File: src/rtl/bus_cycle_ctrl_pkg.sv
// Shared encodings for the bus-cycle sequencer and the data bus buffer.
package bus_cycle_ctrl_pkg;

   typedef enum logic [2:0] {
      IDLE = 3'd0,
      T1   = 3'd1,
      T2   = 3'd2,
      TW   = 3'd3,
      T3   = 3'd4
   } bus_state_e;

   // Buffer direction encoding, shared with the in/out buffer
   localparam logic DIR_RD = 1'b0;
   localparam logic DIR_WR = 1'b1;

endpackage

File: src/rtl/bus_cycle_ctrl_wait_state_ctr.sv
// Wait-state down-counter (MIN_WAIT) and saturating READY-low up-counter (TIMEOUT).
module wait_state_ctr #(
   parameter int MIN_WAIT = 0,
   parameter int TIMEOUT  = 255
) (
   input  logic clk,
   input  logic rst,
   input  logic clr,
   input  logic load,
   input  logic enable,
   input  logic ready,
   output logic wait_zero,
   output logic expired
);

   logic [3:0] wait_cnt;
   logic [7:0] tmo_cnt;
   logic       tmo_inc;

   // The cycle that decrements 1->0 already samples READY, so MIN_WAIT=N gives N wait cycles
   assign wait_zero = (wait_cnt <= 4'd1);
   assign tmo_inc   = enable && wait_zero && !ready;
   assign expired   = tmo_inc && (tmo_cnt >= 8'(TIMEOUT - 1));

   always_ff @(posedge clk) begin
      if (rst) begin
         wait_cnt <= '0;
         tmo_cnt  <= '0;
      end else begin
         if (load)
            wait_cnt <= 4'(MIN_WAIT);
         else if (enable && wait_cnt != 4'd0)
            wait_cnt <= wait_cnt - 4'd1;

         if (clr)
            tmo_cnt <= '0;
         else if (tmo_inc && tmo_cnt != 8'hFF)
            tmo_cnt <= tmo_cnt + 8'd1;
      end
   end

endmodule

File: src/rtl/bus_cycle_ctrl.sv
// External bus-cycle sequencer: T1 address, T2 strobe, TW wait states, T3 termination.
module bus_cycle_ctrl
   import bus_cycle_ctrl_pkg::*;
#(
   parameter int ADDR_W   = 16,
   parameter int MIN_WAIT = 0,
   parameter int TIMEOUT  = 255
) (
   input  logic              clk,
   input  logic              rst,
   input  logic              req,
   input  logic              we,
   input  logic [ADDR_W-1:0] addr,
   input  logic              READY,
   output logic              busy,
   output logic              done,
   output logic              timeout,
   output logic [ADDR_W-1:0] AddrBus,
   output logic              ALE,
   output logic              RD_n,
   output logic              WR_n,
   output logic              Internal_RD_WR,
   output logic              RD_WR
);

   bus_state_e state, state_nxt;
   logic       cyc_we;
   logic       accept, done_set, tmo_set;
   logic       wait_zero, expired, strobe;

   wait_state_ctr #(
      .MIN_WAIT (MIN_WAIT),
      .TIMEOUT  (TIMEOUT)
   ) u_wait_ctr (
      .clk       (clk),
      .rst       (rst),
      .clr       (accept),
      .load      (state == T2),
      .enable    (state == TW),
      .ready     (READY),
      .wait_zero (wait_zero),
      .expired   (expired)
   );

   always_ff @(posedge clk) begin
      if (rst) begin
         state   <= IDLE;
         cyc_we  <= DIR_RD;
         AddrBus <= '0;
         done    <= 1'b0;
         timeout <= 1'b0;
      end else begin
         state   <= state_nxt;
         done    <= done_set;
         timeout <= tmo_set;
         if (accept) begin
            cyc_we  <= we;
            AddrBus <= addr;
         end
      end
   end

   always_comb begin
      state_nxt = state;
      accept    = 1'b0;
      done_set  = 1'b0;
      tmo_set   = 1'b0;
      case (state)
         IDLE: if (req) begin
            accept    = 1'b1;
            state_nxt = T1;
         end
         T1: state_nxt = T2;
         T2: state_nxt = (MIN_WAIT == 0 && READY) ? T3 : TW;
         TW: begin
            if (wait_zero && READY) begin
               state_nxt = T3;
            end else if (expired) begin
               state_nxt = IDLE;
               tmo_set   = 1'b1;
            end
         end
         T3: begin
            state_nxt = IDLE;
            done_set  = 1'b1;
         end
         default: state_nxt = IDLE;
      endcase
   end

   // cyc_we only changes on acceptance, so direction is stable under any strobe
   assign busy           = (state != IDLE);
   assign ALE            = (state == T1);
   assign strobe         = (state inside {T2, TW, T3});
   assign RD_n           = !(strobe && cyc_we == DIR_RD);
   assign WR_n           = !(strobe && cyc_we == DIR_WR);
   assign Internal_RD_WR = busy ? cyc_we : DIR_RD;
   assign RD_WR          = busy ? cyc_we : DIR_RD;

endmodule

File: config.mk
export PLATFORM = sky130hd
export DESIGN_NAME = bus_cycle_ctrl
export DESIGN_NICKNAME = d
export VERILOG_FILES = /design/src/rtl/bus_cycle_ctrl_pkg.sv /design/src/rtl/bus_cycle_ctrl_wait_state_ctr.sv /design/src/rtl/bus_cycle_ctrl.sv
export SDC_FILE = /design/constraint.sdc
export NUM_CORES = 1
export LEC_CHECK = 0
export BUFFER_PORTS_ARGS = -buffer_cell sky130_fd_sc_hd__buf_2
export CAP_MARGIN = 20
export CORE_UTILIZATION = 45
export DETAILED_ROUTE_END_ITERATION = 10
export HOLD_SLACK_MARGIN = 0.03
export MAX_ROUTING_LAYER = met4
export PLACE_DENSITY = 0.78
export SLEW_MARGIN = 0
export SYNTH_ARGS = -nofsm -noshare
export SYNTH_HDL_FRONTEND = slang
export SYNTH_SLANG_ARGS = --single-unit
File: constraint.sdc
create_clock -name clk -period 2.3 [get_ports clk]
set_clock_uncertainty 0.15 [all_clocks]
set_input_delay 0.46 -clock clk [delete_from_list [all_inputs] [get_ports clk]]
set_output_delay 0.46 -clock clk [all_outputs]
set_load 0.01 [all_outputs]
==> results of run 1 <==
==> layout make-up <==
type                    instances  share of cell area [%]
repair buffers                 47                    13.2
clock inverters                 2                   0.543
multi-input cells             135                    43.0
flip-flops and latches         34                    37.0
inverters                       6                    1.22
well taps                      44                    2.99
clock buffers                   5                    2.04
==> placed cells by master (no fill, tap or decap), types with 2 or more instances in the layout <==
cell type,instances
sky130_fd_sc_hd__buf_2,44
sky130_fd_sc_hd__nand2_1,35
sky130_fd_sc_hd__dfxtp_1,33
sky130_fd_sc_hd__a21oi_1,24
sky130_fd_sc_hd__nor2_1,10
sky130_fd_sc_hd__inv_1,6
sky130_fd_sc_hd__or3_1,5
sky130_fd_sc_hd__ha_1,5
sky130_fd_sc_hd__clkbuf_4,5
sky130_fd_sc_hd__nor3_1,4
sky130_fd_sc_hd__nand3b_1,4
sky130_fd_sc_hd__nand3_1,4
sky130_fd_sc_hd__or2_2,3
sky130_fd_sc_hd__a211oi_1,3
sky130_fd_sc_hd__xnor2_1,3
sky130_fd_sc_hd__or4_1,3
sky130_fd_sc_hd__o21ai_0,3
sky130_fd_sc_hd__nand4_1,3
sky130_fd_sc_hd__o31ai_1,3
sky130_fd_sc_hd__buf_4,3
sky130_fd_sc_hd__and2_1,2
sky130_fd_sc_hd__o311ai_0,2
sky130_fd_sc_hd__a31oi_1,2
sky130_fd_sc_hd__nor4_1,2
sky130_fd_sc_hd__clkinv_2,2
==> state kept, by name, indices dropped and copies added (netlist names) <==
name and flops:
done 1, u_wait_ctr.tmo_cnt 8, cyc_we 1, timeout 1, u_wait_ctr.wait_cnt 4, state 3, AddrBus 16
==> power breakdown <==
| group | total (mW) | switching, mW | internal (mW) |
|---|---|---|---|
| sequential | 0.648 | 0.0265 | 0.621 |
| combinational | 0.200 | 0.113 | 0.0871 |
| clock | 0.302 | 0.192 | 0.110 |
==> layer usage <==
metal	routed length (um)	vias up
li1	-	743
met2	1340	45
met5	0	-
met1	1470	632
met3	173	7
met4	65	0
==> critical path, cell delays in order, from the launching register on <==
cell	delay, ns
sky130_fd_sc_hd__dfxtp_1	0.42
sky130_fd_sc_hd__nor2_1	0.24
sky130_fd_sc_hd__a21oi_1	0.12
sky130_fd_sc_hd__or2_2	0.28
sky130_fd_sc_hd__buf_2	0.14
==> metrics by stage <==
stage | util, % | setup slack [ns] | hold WS [ns] | instances | power, mW
final | 58.5 | 0.149 | 0.203 | 273 | 1.15
after floorplan | - | 0.466 | 0.303 | 186 | 0.783
after global placement | 56.8 | 0.243 | 0.290 | 266 | 0.859
after detailed placement | 56.8 | 0.216 | 0.295 | 266 | 0.862
after CTS | 58.4 | 0.0432 | 0.194 | 273 | 1.16
after global routing | 58.5 | 0.0368 | 0.180 | 273 | 1.23
==> final timing paths <==
path,from,end,slack [ns],cells after the start
worst min-delay path,addr[6],AddrBus[6],0.20,3
worst max register to register,state[0],u_wait_ctr.tmo_cnt[3],0.32,4
worst max-delay path,state[0],RD_n,0.15,4
worst min register to register,AddrBus[14],AddrBus[14],0.31,2
==> kinds of logic (layout without fill, tap and decap cells) <==
| family | count (synthesis) | count (layout) | share of synthesized area, % |
|---|---|---|---|
| AO/OA/AOI/OAI | 43 | 43 | 16.8 |
| buffers and inverters | 17 | 60 | 4.93 |
| AND/OR/NAND/NOR | 84 | 84 | 28.5 |
| adder cells (fa/ha/maj) | 5 | 5 | 4.04 |
| flip-flops | 34 | 34 | 44.0 |
| XOR/XNOR | 3 | 3 | 1.70 |
==> repair_timing <==
| action | 4_1_cts | 5_1_grt |
|---|---|---|
| pin swaps | 0 | 0 |
| endpoints found under the setup margin | 1 | 1 |
| gates resized for setup | 1 | 1 |
| buffers inserted | 0 | 0 |
| hold buffers | 0 | 0 |
==> results.md, run 1 <==
- The pin slew with the least headroom to its limit is 0.509 ns.
- Summed over all instances, the cell type with the most area after synthesis is sky130_fd_sc_hd__dfxtp_1.
- The sequential cells in the finished layout cover a total of 682 um2.
- The flow ran to the end, and the final reports show no timing, DRC or antenna violations.
- In the global route stage, met2 resource usage came out at approximately 29%.
- The headroom to the max-slew limit is between 60% and 70%.
- The number of ports placed on the die boundary is 45.
- The count of TritonRoute iterations in the first routing pass is 4.
- The minimum clock period after layout is around 2.2 ns.
- The number of nets with antenna violations after routing is 0.
- The finished layout cell area is 1840 um2.
- Routability-driven placement finished with a final weighted congestion of approximately 0.85.
- Counting flops and latches in the post-synthesis netlist gives 34.
- The critical path start-end classification is reg2out.
- The Yosys step of the flow raised 0 warnings.
- The number of antenna diodes is 0.
- The static leakage is 0.764 nW.
- The dominant register cell in the synthesized netlist is sky130_fd_sc_hd__dfxtp_1.
- In the final routed layout, each cell accounts on average for about 11 um.
- The most instantiated library cell after synthesis is sky130_fd_sc_hd__nand2_1.
- The total die area is approximately 3700 um2.
- The number of maximum-capacitance constraint violations is 0.
- The global-route track usage on met1 is ~22%.
- Of all flip-flops after synthesis, the portion carrying an async set or reset was 0%.
- The final global-route overflow total is 0.
- The number of hold-slack violations in the final timing report is 0.
- The critical path required time is 1.69 ns.
- The root buffer cell chosen for the clock tree is sky130_fd_sc_hd__clkbuf_4.
- In this run the number of H-tree levels came out at 2.
- The number of fill cells in the layout is 295.
- The average instance area after synthesis is around 8.3 um2.
- The maximum ir drop on the vdd rail is 0.000282 V.
- The portion of the post-synthesis area used by sequential elements is between 40 and 50%.
- The floorplan has 20 rows.
- After clock tree synthesis, the clock-pin slew on the worst setup and hold paths is roughly 0.10 ns.
- The global-route wire length before repair is 4.85 mm.
- The count of flip-flops with a built-in enable after synthesis is 0.
- The mapped cell area is 1550 um2.
- The initial antenna violation count is 0.
- The share of synthesized area in the top cell type comes to 44.0%.
- The clock latency of the later-clocked register in the worst-skew pair is about 0.33 ns.
- Summing all multi-input logic gate instances after layout gives 793 um2.
- In this run, distinct cell masters in the synthesized netlist total 39.
- By count the netlist is led by sky130_fd_sc_hd__nand2_1 (35), sky130_fd_sc_hd__dfxtp_1 (34), sky130_fd_sc_hd__a21oi_1 (24), sky130_fd_sc_hd__nor2_1 (10), sky130_fd_sc_hd__inv_1 (6).
- Entering global routing, the biggest net connects 26 pins.
- Once placement finished, the instance area stood at 1790 um2.
- The growth of design area from synthesis to finish is 19.1%.
- The TritonCTS clock tree is built.
- From bottom edge to top edge, the die measures between 60 and 70 um.
- The number of buffers created by CTS is 5.
- The number of global-route vias before repair is about 1200.
- The detailed-route via count is around 1400.
- For the worst setup path, the data arrival time is ~1.5 ns.
- For this design the ratio of total power to cell area is 624 nW/um2.
- Setup repair after global routing left no endpoint under its margin.
- Port buffering added between 40 and 50 buffers.
- Synthesis produced between 150 and 200 cells.
- The portion of the clock cycle consumed by the worst path in the final layout is around 94%.
- Global routing consumed, on the met3 layer, 4.05% of the routing resources.
- The maximum clock frequency is 465 MHz.
- The clock sink count is 34.
- In the routed design, unresolved DRC markers number 0.
- The count of pins over their slew limit was 0.
- The detailed router finished its first iteration with a little under 90 violations.
- The kind of end point of the critical path is an output port.
- Setup violations remaining at the end of the flow were counted as 0.
- The width of the die is between 60 and 70 um.
- By area the synthesized netlist is led by sky130_fd_sc_hd__dfxtp_1 (44%), sky130_fd_sc_hd__nand2_1 (8.5%), sky130_fd_sc_hd__a21oi_1 (7.8%).
- The maximum buffer depth of the clock tree is 2.
- The total detailed-routing wirelength is a little over 3 mm.
- The synthesized net count is ~210.
- The type of the most critical hold path is in2reg.
- The initial cell density of the core is 49.1%.
- Setup total negative slack on the finished layout was measured at 0 ns.
- The maximum net fanout on the critical path is 10.
- The average via count per standard cell is approximately 5.2.
- The HPWL after detailed placement is between 2 and 2.5 mm.
- The share of final-layout standard cells stronger than drive strength 1 is between 20% and 30%.
- The overall routing resource usage is around 19%.
- The layer with the highest usage after global routing is met2.
- The type of origin of the critical path is a flop.
- In the final design database the tool counted roughly 260 nets.
- The floorplan step defined a core boundary enclosing 3150 um2.
No activity file was read; power rests on OpenSTA's default activity.
==> run 2, diff against run 1 <==
- CORE_UTILIZATION: 45 -> 50
- PLACE_DENSITY: 0.78 -> 0.84
==> results.md, run 2 (same netlist as run 1, synthesis figures left out) <==
- The checks that failed: DRC.
- The initialized floorplan defines 19 standard-cell rows.
- Once layout is complete, the utilization of the core stands at ~64%.
- STA classifies the critical path startpoint as a flop.
- The kind of end point of the critical path is an output port.
- The initial antenna violation count is 0.
- The repair_antennas step left the layout with diodes totalling 0.
- The detailed-route via count is roughly 1400.
- The width of the die is a little under 60 um.
- In this run the power density over the cells is between 600 and 700 nW/um2.
- In this run the cell area measured after placement is 1770 um2.
- Counting tap cells, the placed design contains a total of roughly 250 instances.
- The number of gates resized after CTS was 1.
- The first global-routing pass estimated a little under 5 mm of wire.
- 45 I/O pins were placed.
- The largest net degree at the start of global routing is 26.
- The H-tree depth reported by CTS is 2.
- The finished layout cell area is between 1500 and 2000 um2.
- The number of setup buffers added after CTS is 0.
- Excluding fillers, the count of instances in the completed layout stands at 260.
- The final critical path takes up around 92% of the cycle.
- Summed over all failing endpoints, the final setup total negative slack is 0 ns.
- The critical path is of the reg2out type.
- Walking the worst path, the cells encountered are nor2_1 > a21oi_1 > or2_2 > buf_2.
- Counting the buffers created by CTS gives 5.
- Along the worst hold path, the cell count comes to 3.
- The data arrival time of the critical path is between 1.5 and 2 ns.
- In this run, post-CTS hold repair placed 0 buffers.
- Measured along the y axis, the die boundary spans 57.6 um.
- In the final layout, the registers with the most flip-flops are AddrBus (16), u_wait_ctr.tmo_cnt (8), u_wait_ctr.wait_cnt (4).
- The count of pins over their slew limit is 0.
- The TritonCTS clock tree is built.
- Using the TritonRoute via totals, the vias-per-cell ratio works out to roughly 5.4.
- Clock-pin slew was measured on the worst setup and hold paths at about 0.1 ns.
- Input and output buffers added on the ports amount to 44.
- The register with the most flip-flops in the layout has 16 of them.
- At the end of routability-driven placement, the weighted congestion stood at ~0.83.
- The maximum buffer depth of the clock tree is 2.
- The number of DRC markers in iteration 0 is 64.
- The first detailed-routing pass ran for 7 iterations.
- The overall routing resource usage is 20.1%.
- The placeable core area is 2850 um2.
- Leaving out fill and tap cells, the most frequent cell in the layout is sky130_fd_sc_hd__buf_2.
- The worst reg-to-reg path cell count is 6.
- The cell type of the slowest stage on the worst timing path is sky130_fd_sc_hd__dfxtp_1.
- The number of global-route vias before repair is roughly 1200.
- The top cell types in the final layout, fill and taps aside, are sky130_fd_sc_hd__buf_2 (44), sky130_fd_sc_hd__nand2_1 (35), sky130_fd_sc_hd__dfxtp_1 (33).
- The final-report setup violation count is 0.
- The clock sink count is 34.
- The number of nets in the layout is 254.
- The number of hold-slack violations in the final timing report is 0.
- The type of the most critical hold path is in2reg.
- The worst path needs approximately 2.1 ns of the cycle, external delays included.
- After detailed routing, the number of remaining DRC violations is 6.
- Setup repair after global routing left no endpoint under its margin.
- The pin slew with the least headroom to its limit is roughly 0.52 ns.
- The total die area is around 3300 um2.
- For this run, the slowest stage of the critical path takes around 0.42 ns.
- The maximum net fanout on the critical path is 10.
- The HPWL reported at the end of detailed placement is ~2.1 mm.
- In this run the static leakage power is 0.763 nW.
- The headroom to the max-slew limit is between 60% and 70%.
- The total detailed-routing wirelength is around 3.0 mm.
- The final global-route overflow total is 0.
- The share of final-layout standard cells stronger than drive strength 1 is a little over a quarter.
- The mean routed wirelength per cell is between 10 and 15 um.
- The number of nets with antenna violations after routing is 0.
- The final-layout worst hold slack is roughly 0.21 ns.
- The critical path required time is between 1.5 and 2 ns.
- AddrBus holds more flip-flops than any other register.
- VDD sags by at most roughly 0.00043 V.
- In this run the clock root is driven by a sky130_fd_sc_hd__clkbuf_4.
- The clock latency of the later-clocked register in the worst-skew pair is about 0.32 ns.
- The flow ran to the end, but the final reports show violations.
- The initial cell density of the core is a little over half.
- The number of maximum-capacitance constraint violations is 0.
- The growth of design area from synthesis to finish is 18.4%.
- The maximum clock frequency is about 470 MHz.
==> run 2: changes by cell type in the layout (fill, tap and decap cells not counted) <==
cell and change:
sky130_fd_sc_hd__buf_4 -1, sky130_fd_sc_hd__clkbuf_1 +1, sky130_fd_sc_hd__clkbuf_8 +1, sky130_fd_sc_hd__clkinv_2 -1
==> run 2: final cells by class <==
| cell class | count | area, um2 |
|---|---|---|
| Clock buffer | 7 | 55.1 |
| Clock inverter | 1 | 5.00 |
| Fill cell | 244 | 1020 |
| Inverter | 6 | 22.5 |
| Multi-Input combinational cell | 135 | 793 |
| Sequential cell | 34 | 682 |
| Tap cell | 31 | 38.8 |
| Timing Repair Buffer | 46 | 235 |
==> run 2: path summary, 6_finish.rpt <==
check,from,to,slack (ns)
worst min register to register,AddrBus[3],AddrBus[3],0.30
worst min-delay path,addr[10],AddrBus[10],0.21
worst max-delay path,state[0],RD_n,0.18
worst max register to register,u_wait_ctr.wait_cnt[0],u_wait_ctr.tmo_cnt[5],0.30
==> run 2: critical path: cells and delay by family (launching register included) <==
kind,cells,cell delay (ns)
simple gates,2,0.52
flops,1,0.42
buf+inv,1,0.14
compound gates,1,0.12
==> run 2: metrics by stage <==
stage	setup slack (ns)	total power, mW
finish	0.180	1.18
global route	0.00360	1.25
CTS	0.0580	1.19
detailed placement	0.207	0.857
global placement	0.240	0.855
floorplan	0.466	0.783
==> run 2: per-layer routing <==
| layer | track usage [%] | share of wire [%] |
|---|---|---|
| met1 | 25.5 | 50 |
| met2 | 29.9 | 43 |
| met3 | 5.80 | 5.1 |
| met4 | 8.36 | 1.1 |
| met5 | - | 0 |
==> run 2: report_power, final <==
| part | internal [mW] | switching, mW | total, mW |
|---|---|---|---|
| clock | 0.148 | 0.185 | 0.333 |
| sequential | 0.621 | 0.0256 | 0.647 |
| combinational | 0.0840 | 0.113 | 0.197 |
| total | 0.853 | 0.324 | 1.18 |
==> run 3, diff against run 2 <==
- ABC_AREA: not set -> 1
- CORE_UTILIZATION: 50 -> 51
- PLACE_DENSITY: 0.84 -> 0.85
==> results.md, run 3 <==
- The run finished with clean final reports.
- Post-CTS timing repair inserted 0 buffers for setup.
- Ranked by total cell area, the synthesized netlist is headed by sky130_fd_sc_hd__dfxtp_1 (41%), sky130_fd_sc_hd__nand2_1 (13%), sky130_fd_sc_hd__a21oi_1 (8.1%).
- The number of global-route vias before repair is roughly 1300.
- The top cell types in the final layout, fill and taps aside, are sky130_fd_sc_hd__nand2_1 (60), sky130_fd_sc_hd__buf_2 (44), sky130_fd_sc_hd__dfxtp_1 (34).
- After detailed placement, the design holds a cell count of approximately 320.
- In this run the remaining antenna-violating nets after routing total 0.
- After detailed routing, the number of vias per cell comes to 4.82.
- In the final layout, the registers with the most flip-flops are AddrBus (16), u_wait_ctr.tmo_cnt (8), u_wait_ctr.wait_cnt (4).
- The clock root buffer is sky130_fd_sc_hd__clkbuf_4.
- The critical path required time is around 1.7 ns.
- The data arrival time of the critical path is around 1.4 ns.
- The endpoint identified for the worst register-to-register timing path is u_wait_ctr.tmo_cnt[2].
- The type of the most critical hold path is in2reg.
- The final global-route overflow total is 0.
- The share of flip-flops with an asynchronous set or reset is 0%.
- The die boundary height is 59.3 um.
- In the final layout, the share of cells above drive strength 1 is around a quarter.
- The count of pins over their slew limit is 0.
- The largest area contributor in the synthesized netlist is sky130_fd_sc_hd__dfxtp_1.
- Clock tree synthesis inserted a total of 5 buffers.
- The number of fill cells in the layout is ~290.
- At the later pin of the worst-skew pair, clock insertion delay measures around 0.33 ns.
- The multi-input combinational cells in the finished layout cover a total of 817 um2.
- For the final routed database, the setup TNS stands at 0 ns.
- The critical path launch point is state[0].
- The mapped cell area is between 1500 and 2000 um2.
- After detailed routing, the number of remaining DRC violations is 0.
- The number of distinct library cells after synthesis is 27.
- The critical path ends at RD_WR.
- The flip-flop count of the largest register after layout is 16.
- The global-route wire length before repair is 5.41 mm.
- Summed over all cells, the static leakage comes to 0.914 nW.
- The kind of end point of the critical path is an output port.
- The type of origin of the critical path is a flop.
- The area growth from synthesis to layout is 17.5%.
- The total detailed-routing wirelength is 3.42 mm.
- The count of TritonRoute iterations in the first routing pass is 4.
- The worst register-to-register path begins at u_wait_ctr.wait_cnt[0].
- The floorplan step defined a die boundary enclosing roughly 3500 um2.
- The maximum buffer depth of the clock tree is 2.
- For this design, the CTS-stage hold fixing added 0 buffers.
- The average instance area after synthesis is roughly 7.2 um2.
- The routability congestion estimate from global placement is about 0.80.
- The HPWL reported at the end of detailed placement is 2.51 mm.
- Counting flops with a built-in enable in the synthesized netlist gives 0.
- The most instantiated library cell after synthesis is sky130_fd_sc_hd__nand2_1.
- For the pin with the worst max-slew slack, the measured transition is ~0.34 ns.
- After clock tree synthesis, the repair step resized 0 gates.
- The count of state elements after synthesis is 34.
- The total of buffers placed on input and output ports is 44.
- After the flow finishes, the layout carries non-filler instances totaling between 300 and 400.
- The largest register by flop count is AddrBus.
- The number of hold-slack violations in the final timing report was 0.
- CTS built an H-tree with a depth of 2.
- The critical path start-end classification is reg2out.
- The number of synthesis warnings is 0.
- The placeable core area is approximately 3100 um2.
- In this run the register-to-register setup slack is between 0.6 and 0.7 ns.
- The number of DRC markers in iteration 0 is between 90 and 100.
- The worst reg-to-reg path cell count is 9.
- The number of ports placed on the die boundary is 45.
- The number of nets in the layout is between 300 and 400.
- Sorting the synthesized cells by how often they occur yields sky130_fd_sc_hd__nand2_1 (60), sky130_fd_sc_hd__dfxtp_1 (34), sky130_fd_sc_hd__inv_1 (28), sky130_fd_sc_hd__a21oi_1 (27), sky130_fd_sc_hd__nand3_1 (23).
- The area used by sequential logic in the layout is between 600 and 700 um2.
- The initial cell density of the core is 54.4%.
- Setup violations remaining at the end of the flow were counted as 0.
- The overall routing resource usage is a little over a fifth.
- The post-CTS clock slew at the launch and capture registers of the worst setup and hold paths is about 0.11 ns.
- The TritonCTS clock tree is built.
- The portion of the post-synthesis area used by sequential elements is between 40% and 50%.
- Leaving out fill and tap cells, the most frequent cell in the layout is sky130_fd_sc_hd__nand2_1.
- Among all flip-flop cells after synthesis, the most frequent one is sky130_fd_sc_hd__dfxtp_1.
- In the final routed layout, each cell accounts on average for about 11 um.
- The synthesized instance count is approximately 230.
- Of the post-synthesis cell area, the dominant cell type holds between 40% and 50%.
- The routed design could run at a clock period as short as approximately 2.0 ns.
- The floorplan step set the die width to 59.3 um.
- Setup repair after global routing left no endpoint under its margin.
- The worst-case IR drop observed on VDD is between 0.0004 and 0.0005 V.
- Of all nets on the critical path, the largest fanout is 12.
- The largest net degree at the start of global routing is 21.
- The row count is 20.
- The synthesized net count is about 260.
- The number of antenna diodes is 0.
- The detailed-route via count is ~1600.
- The number of maximum-capacitance constraint violations is 0.
- The worst pin sits at a relative slew slack of slightly below 80%.
- The initial antenna violation count is 0.
- The maximum clock frequency is 496 MHz.
- The clock sink count is 34.
- The post-route core utilization is 63.9%.
- The power density over the cells is 659 nW/um2.
- The final critical path takes up a little under 90% of the cycle.
run 3: routing by layer:
metal	wire, um	part of all wire, %	up-vias	global-route usage [%]
li1	-	-	836	-
met1	1590	46	685	27.1
met2	1640	48	32	31.8
met3	162	4.7	4	6.11
met4	30	0.88	0	7.14
met5	0	0	-	-
run 3: power by group:
part / leakage [nW] / switching (mW) / internal [mW]
logic: 0.602 / 0.177 / 0.111
registers: 0.277 / 0.0283 / 0.631
clock network: 0.0343 / 0.203 / 0.147
total: 0.914 / 0.409 / 0.889
run 3: worst min path at each step:
stage	start	to	slack, ns	cells past startpoint
finish	addr[7]	AddrBus[7]	0.23	3
global route	addr[1]	AddrBus[1]	0.23	3
CTS	addr[6]	AddrBus[6]	0.24	3
detailed placement	AddrBus[6]	AddrBus[6]	0.30	2
global placement	AddrBus[12]	AddrBus[12]	0.30	2
floorplan	u_wait_ctr.wait_cnt[3]	u_wait_ctr.wait_cnt[3]	0.31	2
run 3: final cells by class:
cell class,instances,share of cell area (%)
clock inverters,2,0.636
multi-input cells,161,41.5
clock buffers,6,2.61
repair buffers,47,12.3
well taps,44,2.80
inverters,29,5.53
flip-flops and latches,34,34.6
run 3: worst max-delay path, stage by stage, from the launching register on:
cell                      delay (ns)
sky130_fd_sc_hd__dfxtp_1        0.36
sky130_fd_sc_hd__nor3_2         0.28
sky130_fd_sc_hd__buf_4          0.23
sky130_fd_sc_hd__nor2_1         0.06
sky130_fd_sc_hd__buf_2          0.14
run 3: cell families after synthesis:
| kind of cell | count (synthesis) | synth area share, % |
|---|---|---|
| AO/OA/AOI/OAI | 35 | 11.0 |
| XOR/XNOR | 4 | 2.09 |
| adder cells (fa/ha/maj) | 5 | 3.73 |
| buffers and inverters | 37 | 10.6 |
| flip-flops | 34 | 40.6 |
| AND/OR/NAND/NOR | 117 | 32.0 |
run 3: metrics by stage:
step	power (mW)	hold WS [ns]	worst slack (ns)	cell area, um2
after global placement	0.953	0.296	0.616	1900
after CTS	1.30	0.235	0.291	1970
final	1.30	0.233	0.285	1970
after floorplan	0.891	0.307	0.564	1680
after detailed placement	0.959	0.303	0.596	1900
after global routing	1.37	0.234	0.168	1970
